`config.mk`:
```
export PLATFORM = sky130hd
export DESIGN_NAME = vga_timing_gen_flat
export DESIGN_NICKNAME = d
export VERILOG_FILES = /design/src/rtl/vga_timing_gen_if.sv /design/src/rtl/vga_timing_gen.sv /design/src/flat_wrapper.sv
export SDC_FILE = /design/constraint.sdc
export NUM_CORES = 1
export LEC_CHECK = 0
export ABC_CLOCK_PERIOD_IN_PS = 6200
export CORE_UTILIZATION = 58
export CTS_CLUSTER_SIZE = 20
export DETAILED_ROUTE_END_ITERATION = 8
export GPL_TIMING_DRIVEN = 0
export PLACE_DENSITY_LB_ADDON = 0.1
export SYNTH_ARGS = -nofsm -noshare
export SYNTH_HDL_FRONTEND = slang
export SYNTH_SLANG_ARGS = --single-unit
```
`constraint.sdc`:
```
create_clock -name clk_pix -period 6.2 [get_ports clk_pix]
set_clock_uncertainty 0.15 [all_clocks]
set_input_delay 0.93 -clock clk_pix [delete_from_list [all_inputs] [get_ports clk_pix]]
set_output_delay 0.93 -clock clk_pix [all_outputs]
set_load 0.005 [all_outputs]
```
`src/rtl/vga_timing_gen_if.sv`:
```
// Video output bundle of the VGA timing generator, plus its run-time pattern controls.
// Master = generator (drives sync/de/colour/coordinates, reads controls); slave = sink.
// Purely combinational wiring; no flow control, one pixel per clock.
interface vga_timing_gen_if #(
    parameter int COLOR_W = 4,
    parameter int CNT_W   = 12
);
    // run-time pattern controls
    logic [1:0]           mode;
    logic [3*COLOR_W-1:0] solid_rgb;

    // video timing and pixel outputs
    logic                 vga_hs;
    logic                 vga_vs;
    logic                 vga_de;
    logic [COLOR_W-1:0]   vga_r;
    logic [COLOR_W-1:0]   vga_g;
    logic [COLOR_W-1:0]   vga_b;
    logic [CNT_W-1:0]     pix_x;
    logic [CNT_W-1:0]     pix_y;
    logic                 frame_start;
    logic                 line_start;

    modport master (
        input  mode,
        input  solid_rgb,
        output vga_hs,
        output vga_vs,
        output vga_de,
        output vga_r,
        output vga_g,
        output vga_b,
        output pix_x,
        output pix_y,
        output frame_start,
        output line_start
    );

    modport slave (
        output mode,
        output solid_rgb,
        input  vga_hs,
        input  vga_vs,
        input  vga_de,
        input  vga_r,
        input  vga_g,
        input  vga_b,
        input  pix_x,
        input  pix_y,
        input  frame_start,
        input  line_start
    );
endinterface

```
`src/rtl/vga_timing_gen.sv`:
```
// Parametrised VGA sync / data-enable / coordinate generator with run-time RGB test patterns.
// Latency: every output is registered once from the h/v counters (1 clock), all mutually aligned.
// Backpressure: none; free-running at one pixel per clock. Optional border overlay: VGA_BORDER_EN.
module vga_timing_gen #(
    parameter int H_ACTIVE  = 640,
    parameter int H_FP      = 16,
    parameter int H_SYNC    = 96,
    parameter int H_BP      = 48,
    parameter int V_ACTIVE  = 480,
    parameter int V_FP      = 10,
    parameter int V_SYNC    = 2,
    parameter int V_BP      = 33,
    parameter bit HS_POL    = 1'b0,
    parameter bit VS_POL    = 1'b0,
    parameter int COLOR_W   = 4,
    parameter int CHK_SHIFT = 4,
    parameter int CNT_W     = 12
) (
    input  logic                    clk_pix,
    input  logic                    rst,
    vga_timing_gen_if.master        vid
);

    localparam int H_TOTAL = H_ACTIVE + H_FP + H_SYNC + H_BP;
    localparam int V_TOTAL = V_ACTIVE + V_FP + V_SYNC + V_BP;
    localparam int BAR_W   = H_ACTIVE / 8;

    localparam logic [CNT_W-1:0] H_LAST     = CNT_W'(H_TOTAL - 1);
    localparam logic [CNT_W-1:0] V_LAST     = CNT_W'(V_TOTAL - 1);
    localparam logic [CNT_W-1:0] H_ACT      = CNT_W'(H_ACTIVE);
    localparam logic [CNT_W-1:0] V_ACT      = CNT_W'(V_ACTIVE);
    localparam logic [CNT_W-1:0] HS_START   = CNT_W'(H_ACTIVE + H_FP);
    localparam logic [CNT_W-1:0] HS_END     = CNT_W'(H_ACTIVE + H_FP + H_SYNC);
    localparam logic [CNT_W-1:0] VS_START   = CNT_W'(V_ACTIVE + V_FP);
    localparam logic [CNT_W-1:0] VS_END     = CNT_W'(V_ACTIVE + V_FP + V_SYNC);
    localparam logic [CNT_W-1:0] BAR_LAST   = CNT_W'(BAR_W - 1);
`ifdef VGA_BORDER_EN
    localparam logic [CNT_W-1:0] H_ACT_LAST = CNT_W'(H_ACTIVE - 1);
    localparam logic [CNT_W-1:0] V_ACT_LAST = CNT_W'(V_ACTIVE - 1);
`endif

    localparam logic [1:0] MODE_BARS  = 2'd0;
    localparam logic [1:0] MODE_CHK   = 2'd1;
    localparam logic [1:0] MODE_GRAD  = 2'd2;
    localparam logic [1:0] MODE_SOLID = 2'd3;

    // raster position; only ever 0..TOTAL-1
    logic [CNT_W-1:0]     h_cnt;
    logic [CNT_W-1:0]     v_cnt;

    // bar index for the current h_cnt, tracked incrementally to avoid a divider
    logic [2:0]           bar_idx;
    logic [CNT_W-1:0]     bar_pix;

    // pattern controls, frozen for a whole frame
    logic [1:0]           mode_q;
    logic [3*COLOR_W-1:0] solid_q;

    // combinational decode of the current raster position
    logic                 frame_origin;
    logic                 line_end;
    logic                 hs_act;
    logic                 vs_act;
    logic                 de_act;
    logic [1:0]           mode_eff;
    logic [3*COLOR_W-1:0] solid_eff;
    logic                 chk_bit;
    logic [COLOR_W-1:0]   pat_r;
    logic [COLOR_W-1:0]   pat_g;
    logic [COLOR_W-1:0]   pat_b;

    // Position decode: sync windows, active area and frame origin.
    always_comb begin
        frame_origin = (h_cnt == '0) && (v_cnt == '0);
        line_end     = (h_cnt == H_LAST);
        hs_act       = (h_cnt >= HS_START) && (h_cnt < HS_END);
        vs_act       = (v_cnt >= VS_START) && (v_cnt < VS_END);
        de_act       = (h_cnt < H_ACT) && (v_cnt < V_ACT);
    end

    // Raster counters, bar tracker and the once-per-frame control latch.
    always_ff @(posedge clk_pix) begin
        if (rst) begin
            h_cnt   <= '0;
            v_cnt   <= '0;
            bar_idx <= '0;
            bar_pix <= '0;
            mode_q  <= '0;
            solid_q <= '0;
        end else begin
            if (line_end) begin
                h_cnt <= '0;
                v_cnt <= (v_cnt == V_LAST) ? '0 : v_cnt + 1'b1;
            end else begin
                h_cnt <= h_cnt + 1'b1;
            end

            // bar index saturates at 7; beyond the active area it is masked by de anyway
            if (line_end) begin
                bar_idx <= '0;
                bar_pix <= '0;
            end else if (bar_pix == BAR_LAST) begin
                bar_pix <= '0;
                if (bar_idx != 3'd7) begin
                    bar_idx <= bar_idx + 3'd1;
                end
            end else begin
                bar_pix <= bar_pix + 1'b1;
            end

            if (frame_origin) begin
                mode_q  <= vid.mode;
                solid_q <= vid.solid_rgb;
            end
        end
    end

    // Pattern generation. At the frame origin the freshly sampled controls are
    // used directly so the new mode starts exactly on the frame_start pixel.
    always_comb begin
        mode_eff  = frame_origin ? vid.mode      : mode_q;
        solid_eff = frame_origin ? vid.solid_rgb : solid_q;
        chk_bit   = h_cnt[CHK_SHIFT] ^ v_cnt[CHK_SHIFT];
        pat_r     = '0;
        pat_g     = '0;
        pat_b     = '0;
        case (mode_eff)
            MODE_BARS: begin
                // white, yellow, cyan, green, magenta, red, blue, black
                pat_r = {COLOR_W{~bar_idx[1]}};
                pat_g = {COLOR_W{~bar_idx[2]}};
                pat_b = {COLOR_W{~bar_idx[0]}};
            end
            MODE_CHK: begin
                pat_r = {COLOR_W{chk_bit}};
                pat_g = {COLOR_W{chk_bit}};
                pat_b = {COLOR_W{chk_bit}};
            end
            MODE_GRAD: begin
                pat_r = h_cnt[COLOR_W-1:0];
                pat_g = v_cnt[COLOR_W-1:0];
                pat_b = h_cnt[COLOR_W-1:0] ^ v_cnt[COLOR_W-1:0];
            end
            MODE_SOLID: begin
                {pat_r, pat_g, pat_b} = solid_eff;
            end
            default: begin
                pat_r = '0;
                pat_g = '0;
                pat_b = '0;
            end
        endcase
`ifdef VGA_BORDER_EN
        // one-pixel white frame around the visible area, on top of any pattern
        if ((h_cnt == '0) || (h_cnt == H_ACT_LAST) ||
            (v_cnt == '0) || (v_cnt == V_ACT_LAST)) begin
            pat_r = '1;
            pat_g = '1;
            pat_b = '1;
        end
`endif
        if (!de_act) begin
            pat_r = '0;
            pat_g = '0;
            pat_b = '0;
        end
    end

    // Output register stage: everything reflects the same counter snapshot.
    always_ff @(posedge clk_pix) begin
        if (rst) begin
            vid.vga_hs      <= ~HS_POL;
            vid.vga_vs      <= ~VS_POL;
            vid.vga_de      <= 1'b0;
            vid.vga_r       <= '0;
            vid.vga_g       <= '0;
            vid.vga_b       <= '0;
            vid.pix_x       <= '0;
            vid.pix_y       <= '0;
            vid.frame_start <= 1'b0;
            vid.line_start  <= 1'b0;
        end else begin
            vid.vga_hs      <= hs_act ? HS_POL : ~HS_POL;
            vid.vga_vs      <= vs_act ? VS_POL : ~VS_POL;
            vid.vga_de      <= de_act;
            vid.vga_r       <= pat_r;
            vid.vga_g       <= pat_g;
            vid.vga_b       <= pat_b;
            vid.pix_x       <= h_cnt;
            vid.pix_y       <= v_cnt;
            vid.frame_start <= frame_origin;
            vid.line_start  <= (h_cnt == '0);
        end
    end

endmodule

```
`src/flat_wrapper.sv`:
```
// flat-port wrapper written by rule: the top's interface ports become plain ports
module vga_timing_gen_flat 
#(
    parameter int H_ACTIVE  = 640,
    parameter int H_FP      = 16,
    parameter int H_SYNC    = 96,
    parameter int H_BP      = 48,
    parameter int V_ACTIVE  = 480,
    parameter int V_FP      = 10,
    parameter int V_SYNC    = 2,
    parameter int V_BP      = 33,
    parameter bit HS_POL    = 1'b0,
    parameter bit VS_POL    = 1'b0,
    parameter int COLOR_W   = 4,
    parameter int CHK_SHIFT = 4,
    parameter int CNT_W     = 12
)
  (clk_pix, rst, vid_mode, vid_solid_rgb, vid_vga_hs, vid_vga_vs, vid_vga_de, vid_vga_r, vid_vga_g, vid_vga_b, vid_pix_x, vid_pix_y, vid_frame_start, vid_line_start);
  vga_timing_gen_if #(.COLOR_W(COLOR_W), .CNT_W(CNT_W)) vid_i ();
  input  logic clk_pix;
  input  logic rst;
  input wire logic [$bits(vid_i.mode)-1:0] vid_mode;
  input wire logic [$bits(vid_i.solid_rgb)-1:0] vid_solid_rgb;
  output wire logic [$bits(vid_i.vga_hs)-1:0] vid_vga_hs;
  output wire logic [$bits(vid_i.vga_vs)-1:0] vid_vga_vs;
  output wire logic [$bits(vid_i.vga_de)-1:0] vid_vga_de;
  output wire logic [$bits(vid_i.vga_r)-1:0] vid_vga_r;
  output wire logic [$bits(vid_i.vga_g)-1:0] vid_vga_g;
  output wire logic [$bits(vid_i.vga_b)-1:0] vid_vga_b;
  output wire logic [$bits(vid_i.pix_x)-1:0] vid_pix_x;
  output wire logic [$bits(vid_i.pix_y)-1:0] vid_pix_y;
  output wire logic [$bits(vid_i.frame_start)-1:0] vid_frame_start;
  output wire logic [$bits(vid_i.line_start)-1:0] vid_line_start;
  assign vid_i.mode = vid_mode;
  assign vid_i.solid_rgb = vid_solid_rgb;
  assign vid_vga_hs = vid_i.vga_hs;
  assign vid_vga_vs = vid_i.vga_vs;
  assign vid_vga_de = vid_i.vga_de;
  assign vid_vga_r = vid_i.vga_r;
  assign vid_vga_g = vid_i.vga_g;
  assign vid_vga_b = vid_i.vga_b;
  assign vid_pix_x = vid_i.pix_x;
  assign vid_pix_y = vid_i.pix_y;
  assign vid_frame_start = vid_i.frame_start;
  assign vid_line_start = vid_i.line_start;
  vga_timing_gen #(.H_ACTIVE(H_ACTIVE), .H_FP(H_FP), .H_SYNC(H_SYNC), .H_BP(H_BP), .V_ACTIVE(V_ACTIVE), .V_FP(V_FP), .V_SYNC(V_SYNC), .V_BP(V_BP), .HS_POL(HS_POL), .VS_POL(VS_POL), .COLOR_W(COLOR_W), .CHK_SHIFT(CHK_SHIFT), .CNT_W(CNT_W)) u_core (.clk_pix(clk_pix), .rst(rst), .vid(vid_i));
endmodule
```
==> results of run 1 <==
==> path summary, 6_finish.rpt <==
check | from | to | slack, ns | depth (start not counted)
worst max-delay path | u_core.h_cnt[2]$_SDFF_PP0_ | u_core.vid.vga_g[3]$_SDFF_PP0_ | 3.07 | 8
worst min-delay path | u_core.bar_pix[0]$_SDFF_PP0_ | u_core.bar_pix[0]$_SDFF_PP0_ | 0.30 | 1
worst max register to register | u_core.h_cnt[2]$_SDFF_PP0_ | u_core.vid.vga_g[3]$_SDFF_PP0_ | 3.07 | 8
worst min register to register | u_core.bar_pix[0]$_SDFF_PP0_ | u_core.bar_pix[0]$_SDFF_PP0_ | 0.30 | 1
==> state kept, by name, summed over array words and instances (netlist names) <==
name                    count
u_core.vid.vga_hs           1
u_core.vid.pix_y           12
u_core.vid.line_start       1
u_core.v_cnt               12
u_core.vid.pix_x           12
u_core.bar_pix             12
u_core.mode_q               2
u_core.bar_idx              3
u_core.h_cnt               12
u_core.vid.vga_vs           1
u_core.solid_q             12
u_core.vid.vga_r            4
u_core.vid.vga_b            4
u_core.vid.vga_g            4
u_core.vid.vga_de           1
u_core.vid.frame_start      1
==> power groups by stage <==
stage | clock, uW | sequential, uW | combinational (uW)
3_3_place_gp | 0 | 656 | 130
6_report | 367 | 642 | 134
3_5_place_dp | 0 | 656 | 132
5_1_grt | 395 | 645 | 146
4_1_cts | 371 | 642 | 133
2_1_floorplan | 0 | 655 | 70.7
==> through the flow <==
step	utilization [%]	hold slack, ns	worst slack [ns]
after global routing	73.0	0.324	2.93
after floorplan	-	0.263	3.40
after CTS	73.0	0.303	3.10
final	73.0	0.300	3.07
after global placement	70.2	0.278	2.91
after detailed placement	70.2	0.289	2.85
==> layer usage <==
metal	wire length (um)	track usage, %	vias to the layer above
li1	-	-	1612
met1	3960	33.1	1519
met3	348	6.46	9
met4	99	6.90	0
met5	0	0	-
met2	4030	42.0	78
==> cells in the final DEF (no fill, tap or decap), drive strengths merged, types with 7 or more instances in the layout <==
master          n
dfxtp          94
clkdlybuf4s50  55
nor2           50
nand2          40
nand3          38
clkbuf         36
a21oi          30
nor2b          20
xor2           17
xnor2          15
a211o          11
nand4           9
nor3            8
inv             8
or4             8
and3            7
ha              7
==> critical path, cell delays in order (launching register included) <==
cell                       delay (ns)
sky130_fd_sc_hd__dfxtp_1         0.30
sky130_fd_sc_hd__clkbuf_1        0.22
sky130_fd_sc_hd__or4_1           0.55
sky130_fd_sc_hd__or4_1           0.48
sky130_fd_sc_hd__nand3b_1        0.42
sky130_fd_sc_hd__clkbuf_1        0.34
sky130_fd_sc_hd__nand3_1         0.15
sky130_fd_sc_hd__a21oi_1         0.10
sky130_fd_sc_hd__a211o_1         0.30
==> kinds of logic after synthesis <==
kind of cell    after synthesis  synth area share (%)
compound gates               57                  9.15
xor+xnor                     32                  7.35
fa+ha+maj                     7                  2.30
buf+inv                      37                  4.00
flops                        94                  49.3
mux                           4                  1.05
simple gates                203                  26.8
==> cell type report <==
class / count / area, um2
multi-input cells: 303 / 1780
clock buffers: 12 / 145
inverters: 7 / 26.3
repair buffers: 55 / 551
fillers: 508 / 1710
flip-flops and latches: 94 / 1880
clock inverters: 4 / 31.3
plain buffers: 30 / 126
well taps: 77 / 96.3
==> impl_results.md, run 1 <==
* Ys async rst share at 0%
* Kind of start point of the critical path: register
* Distinct cell type count of the synthesized netlist at 36
* Worst ir drop on vdd at 0.202 mV
* 1st-pass router iterations at 4
* Clock tree from TritonCTS: done
* Drc violations at 0
* Layout net count at 523
* Largest cells by area after synthesis: sky130_fd_sc_hd__dfxtp_1 (49%), sky130_fd_sc_hd__nand3_1 (5.0%), sky130_fd_sc_hd__nor2_1 (4.9%)
* Number of DRC violations after detailed-routing iteration 0 at 152
* Class of the tightest hold or removal check: reg -> reg
* Number of standard-cell rows in the floorplan at 29
* Primary FF master, synth: sky130_fd_sc_hd__dfxtp_1
* Wire length of the first global-routing pass at 14200 um
* Sum of overflow across all layers after global routing at 0
* Via count of the first global-routing pass at slightly above 3000
* Fin crit period at 3.13 ns
* Share of the clock period used by the worst path after layout at 50.5%
* Status: finished clean
* Number of antenna violations at the first check in global routing at 0
* Clock Sink Count at 94
* Instance count of the mapped netlist at 434
* Sw Share at about a quarter
* Core Area at 6350 um2
* Post_cts resized at 0
* Area post-placement at between 4000 and 5000 um2
* Power share of the clock group at 32.1%
* Clock tree buffer depth at 2
* Yosys top cell by area: sky130_fd_sc_hd__dfxtp_1
* Proportion of layout cells with a drive suffix above 1 at ~4.6%
* Fin. max-slew vios at 0
* Sequential cell fraction of total power at 56.2%
* Synthesis Warnings at 0
* Required time of the critical path at 6.30 ns
* N_diodes at 0
* Type of the worst setup path: reg -> reg
* Crit path arrival time at 3.23 ns
* Total wire length at 8440 um
* Power share of the combinational group at between 10% and 20%
* Via count at around 3200
* Final non-filler cell area at roughly 4600 um2
* Die outline area at 6900 um2
* Number of buffers inserted during clock tree synthesis at 9
* Number of instances in the placed design at about 570
* Initial core utilization at roughly three fifths
* Post-route setup TNS at 0 ns
* Hold Violations, Final at 0
* Clock-pin slew on the worst setup and hold paths at about 0.09 ns
* Die span in y at 83.1 um
* Unrepaired setup endpoints after global routing: false
* Remaining number of nets flagged by the antenna check after routing at 0
* H-tree lvl count at 3
* Hold_buf cts at 0
* Net load switching power at 291 uW
* Normalized max-slew margin at 49.1%
* Max frequency at between 300 and 400 MHz
* Top-level I/O count at 57
* Setup-violating endpoint count in the final report at 0
* Clock tree root buffer cell: sky130_fd_sc_hd__clkbuf_8
* Final std cells w/o fill at 582
* Number of enable-type register cells in the synthesized netlist at 0
* CP endpoint kind: register
* Static leakage power at 0.00177 uW
* # Max-Cap Violations at 0
* Routed vias/inst at 5.53
* Total global-route track usage at 25.5%
* Total Power at 1140 uW
* Largest fanout on the critical path at 10
* Number of port buffers at 55
* Total nets after synthesis at 457
* Post-synthesis cell area at 3810 um2
* Internal cell power at about 850 uW
* Fraction of post-synthesis cell area in the top cell type by area at 49.3%
* Maximum number of pins on one net before global-route repair at 16
* Post-detailed-placement half-perimeter wirelength at just under 6000 um
* Most used standard cells in the synthesized netlist: sky130_fd_sc_hd__dfxtp_1 (94), sky130_fd_sc_hd__nor2_1 (50), sky130_fd_sc_hd__nand2_1 (40)
* Most instantiated library cell after synthesis: sky130_fd_sc_hd__dfxtp_1
* P&R area growth vs syn at 21.6%
* Part of the Yosys area used for sequential elements at roughly half
* Die extent in x at 83.1 um
* Flop and latch count out of synthesis at 94
* Number of post-CTS setup repair buffers at 0
* Power per cell area at between 200 and 250 nW/um2
* Source-to-sink clock delay at the later pin of the worst-skew pair at 0.36 ns
* Weighted congestion reported at the end of routability-driven placement at roughly 0.90
* Syn avg cell area at between 8 and 9 um2
* Wire length per cell at 14.5 um
* Transition at the pin with the smallest max-transition slack at 0.745 ns
Note: power is estimated with default switching activity, not from simulation.
==> run 2: changes to the inputs <==
- ABC_CLOCK_PERIOD_IN_PS: 6200 -> 3300
- CORE_UTILIZATION: 58 -> 53
- clock period: 6.2 -> 3.3 ns (I/O delays scaled with it)
==> run 2 against run 1 <==
Core utilization down 5.3 points. First-iteration DRC count up 19%. Setup slack worse by 2.8 ns. Critical endpoint is now u_core.solid_q[11]$_SDFF_PP0_. Sequential share of layout area down 0.15 points. Wire length up 0.94%. Combinational power up 90%. Largest power group unchanged. Count of clock-buffer cells in the layout down 3. Power up 86%. Global-route usage down 2.0 points.
==> impl_results.md, run 2 (synthesis gave the netlist of run 1 again) <==
* Cells traversed along the worst timing path: clkbuf_1 -> or4_1 -> or4_1 -> and3b_1 -> buf_2 -> buf_2 -> buf_2 -> nand2_1 -> a21oi_1
* Sum of overflow across all layers after global routing at 0 (unchanged)
* Clock tree root buffer cell: sky130_fd_sc_hd__clkbuf_8
* Crit path arrival time at 3.19 ns (-0.04 ns)
* Fin. max-slew vios at 0 (unchanged)
* Transition at the pin with the smallest max-transition slack at 0.741 ns (-0.00381 ns)
* Wire length of the first global-routing pass at 13700 um (-3.4%)
* Final non-filler cell area at 4650 um2 (+0.38%)
* Source-to-sink clock delay at the later pin of the worst-skew pair at 0.37 ns (about the same)
* Number of post-CTS setup repair buffers at 0 (unchanged)
* Multi-input combinational cell area at 1780 um2 (unchanged)
* Required time of the critical path at 3.45 ns (-2.85 ns)
* Clock Sink Count at 94 (unchanged)
* P&R area growth vs syn at 22.0%
* Clock-pin slew on the worst setup and hold paths at 0.09 ns (about the same)
* Max frequency at 329 MHz (+3.1%)
* Via count at 3245 (+0.84%)
* Proportion of layout cells with a drive suffix above 1 at 4.95% (+0.40 points)
* Top-level I/O count at 57 (unchanged)
* Area post-placement at 4480 um2 (+0.53%)
* Instance count along the most critical hold path at 1 (unchanged)
* Normalized max-slew margin at 50.5% (+1.4 points)
* Worst-case setup margin in the final layout at 0.264 ns (-2.81 ns)
* Largest fanout on the critical path at 10 (unchanged)
* Bufs and invs on worst path at 4 (+2)
* Total wire length at 8520 um (+0.94%)
* Routed vias/inst at 5.40 (-2.3%)
* Maximum number of pins on one net before global-route repair at 16 (unchanged)
* Unrepaired setup endpoints after global routing: false
* CP max-delay cell: sky130_fd_sc_hd__or4_1
* Class of the tightest hold or removal check: reg -> reg
* Post_cts resized at 0 (unchanged)
* Total global-route track usage at 23.5% (-2.0 points)
* # Max-Cap Violations at 0 (unchanged)
* Clock tree buffer depth at 2 (unchanged)
* Hold_buf cts at 0 (unchanged)
* Utilization after layout at 67.8% (-5.3 points)
* 1st-pass router iterations at 4 (unchanged)
* Worst R2R Path Depth at 9 (+1)
* Fill cells at 600 (+18%)
* Wire length per cell at 14.2 um (-2.3%)
* Hold Violations, Final at 0 (unchanged)
* Number of standard-cell rows in the floorplan at 30 (+3.4%)
* Number of DRC violations after detailed-routing iteration 0 at 181 (+19%)
* Highest-count cells in the layout ignoring fill and taps: sky130_fd_sc_hd__dfxtp_1 (94), sky130_fd_sc_hd__clkdlybuf4s50_1 (55), sky130_fd_sc_hd__nor2_1 (50)
* Weighted congestion reported at the end of routability-driven placement at 0.836 (-7.3%)
* Number of port buffers at 55 (unchanged)
* Setup-violating endpoint count in the final report at 0 (unchanged)
* Remaining number of nets flagged by the antenna check after routing at 0 (unchanged)
* N_diodes at 0 (unchanged)
* Die extent in x at 86.8 um (+4.5%)
* Drc violations at 0 (unchanged)
* CP endpoint kind: register
* Static leakage power at 0.00177 uW (+0.39%)
* CP max stage delay at 0.55 ns (about the same)
* Type of the worst setup path: reg -> reg
* Initial core utilization at 55.5% (-4.5 points)
* Via count of the first global-routing pass at 2985 (-1.8%)
* Fin crit period at 3.04 ns (-0.0939 ns)
* Kind of cell adding the most delay to the critical path: simple AND/OR/NAND/NOR gates
* Share of the clock period used by the worst path after layout at 92.0% (+42 points)
* H-tree lvl count at 3 (unchanged)
* Die span in y at 86.8 um (+4.5%)
* Number of antenna violations at the first check in global routing at 0 (unchanged)
* Placement Setup Slack at 0.181 ns (-2.67 ns)
* Critical path depth at 9 (+1)
* Post-detailed-placement half-perimeter wirelength at 6040 um (+1.3%)
* Kind of start point of the critical path: register
* Status: finished clean
* Post-route setup TNS at 0 ns (unchanged)
* Clock tree from TritonCTS: done
* Cell occurring most often along the worst timing path: sky130_fd_sc_hd__buf_2
* Number of buffers inserted during clock tree synthesis at 9 (unchanged)
* Most common cell after layout, fill and taps aside: sky130_fd_sc_hd__dfxtp_1
* Power per cell area at 456 nW/um2 (+85%)
* Die outline area at 7540 um2 (+9.2%)
* Layout net count at 524 (+0.19%)
* Worst ir drop on vdd at 0.312 mV (+54%)
* Core Area at 6870 um2 (+8.2%)
* Seq. cell area at 1880 um2 (unchanged)
[run 2: cell types whose count changed in the layout (fill, tap and decap cells not counted)]
cell	change
sky130_fd_sc_hd__clkbuf_8	-1
sky130_fd_sc_hd__buf_4	+1
sky130_fd_sc_hd__clkinv_2	+3
sky130_fd_sc_hd__clkinvlp_4	-1
sky130_fd_sc_hd__clkbuf_1	-2
[run 2: worst reg2reg max path: cells and delay by family, from the launching register on]
family | cells | cell delay (ns)
AOI/OAI and AO/OA | 1 | 0.15
and+or+nand+nor | 4 | 1.38
DFF | 1 | 0.30
buffers and inverters | 4 | 1.00
[run 2: cell type report]
type                    count  share of cell area, %
clock inverters             6                  0.833
clock buffers               9                   2.66
inverters                   7                  0.565
plain buffers              30                   2.72
flip-flops and latches     94                   40.4
repair buffers             56                   12.0
multi-input cells         303                   38.2
well taps                  96                   2.58
[run 2: worst paths after layout]
kind | slack (ns) | end | startpoint
worst max-delay path | 0.26 | u_core.solid_q[11]$_SDFF_PP0_ | u_core.h_cnt[2]$_SDFF_PP0_
worst min-delay path | 0.30 | u_core.bar_pix[0]$_SDFF_PP0_ | u_core.bar_pix[0]$_SDFF_PP0_
worst max register to register | 0.26 | u_core.solid_q[11]$_SDFF_PP0_ | u_core.h_cnt[2]$_SDFF_PP0_
worst min register to register | 0.30 | u_core.bar_pix[0]$_SDFF_PP0_ | u_core.bar_pix[0]$_SDFF_PP0_
[run 2: power by group]
group | switching, uW | total (uW) | internal (uW)
combinational | 133 | 255 | 122
sequential | 25.6 | 1210 | 1180
clock | 392 | 660 | 268
total | 552 | 2120 | 1570
[run 2: through the flow]
step | total power, uW | cells | hold slack (ns)
after floorplan | 1360 | 434 | 0.263
after global placement | 1480 | 585 | 0.279
after detailed placement | 1480 | 585 | 0.290
after CTS | 2130 | 600 | 0.306
after global routing | 2210 | 601 | 0.327
final | 2120 | 601 | 0.303
[run 2: metal layers]
metal / vias up / track usage, % / routed length (um)
li1: 1612 / - / -
met1: 1520 / 30.9 / 3890
met2: 95 / 37.0 / 4000
met3: 18 / 4.95 / 475
met4: 0 / 10.6 / 153
met5: - / 0 / 0
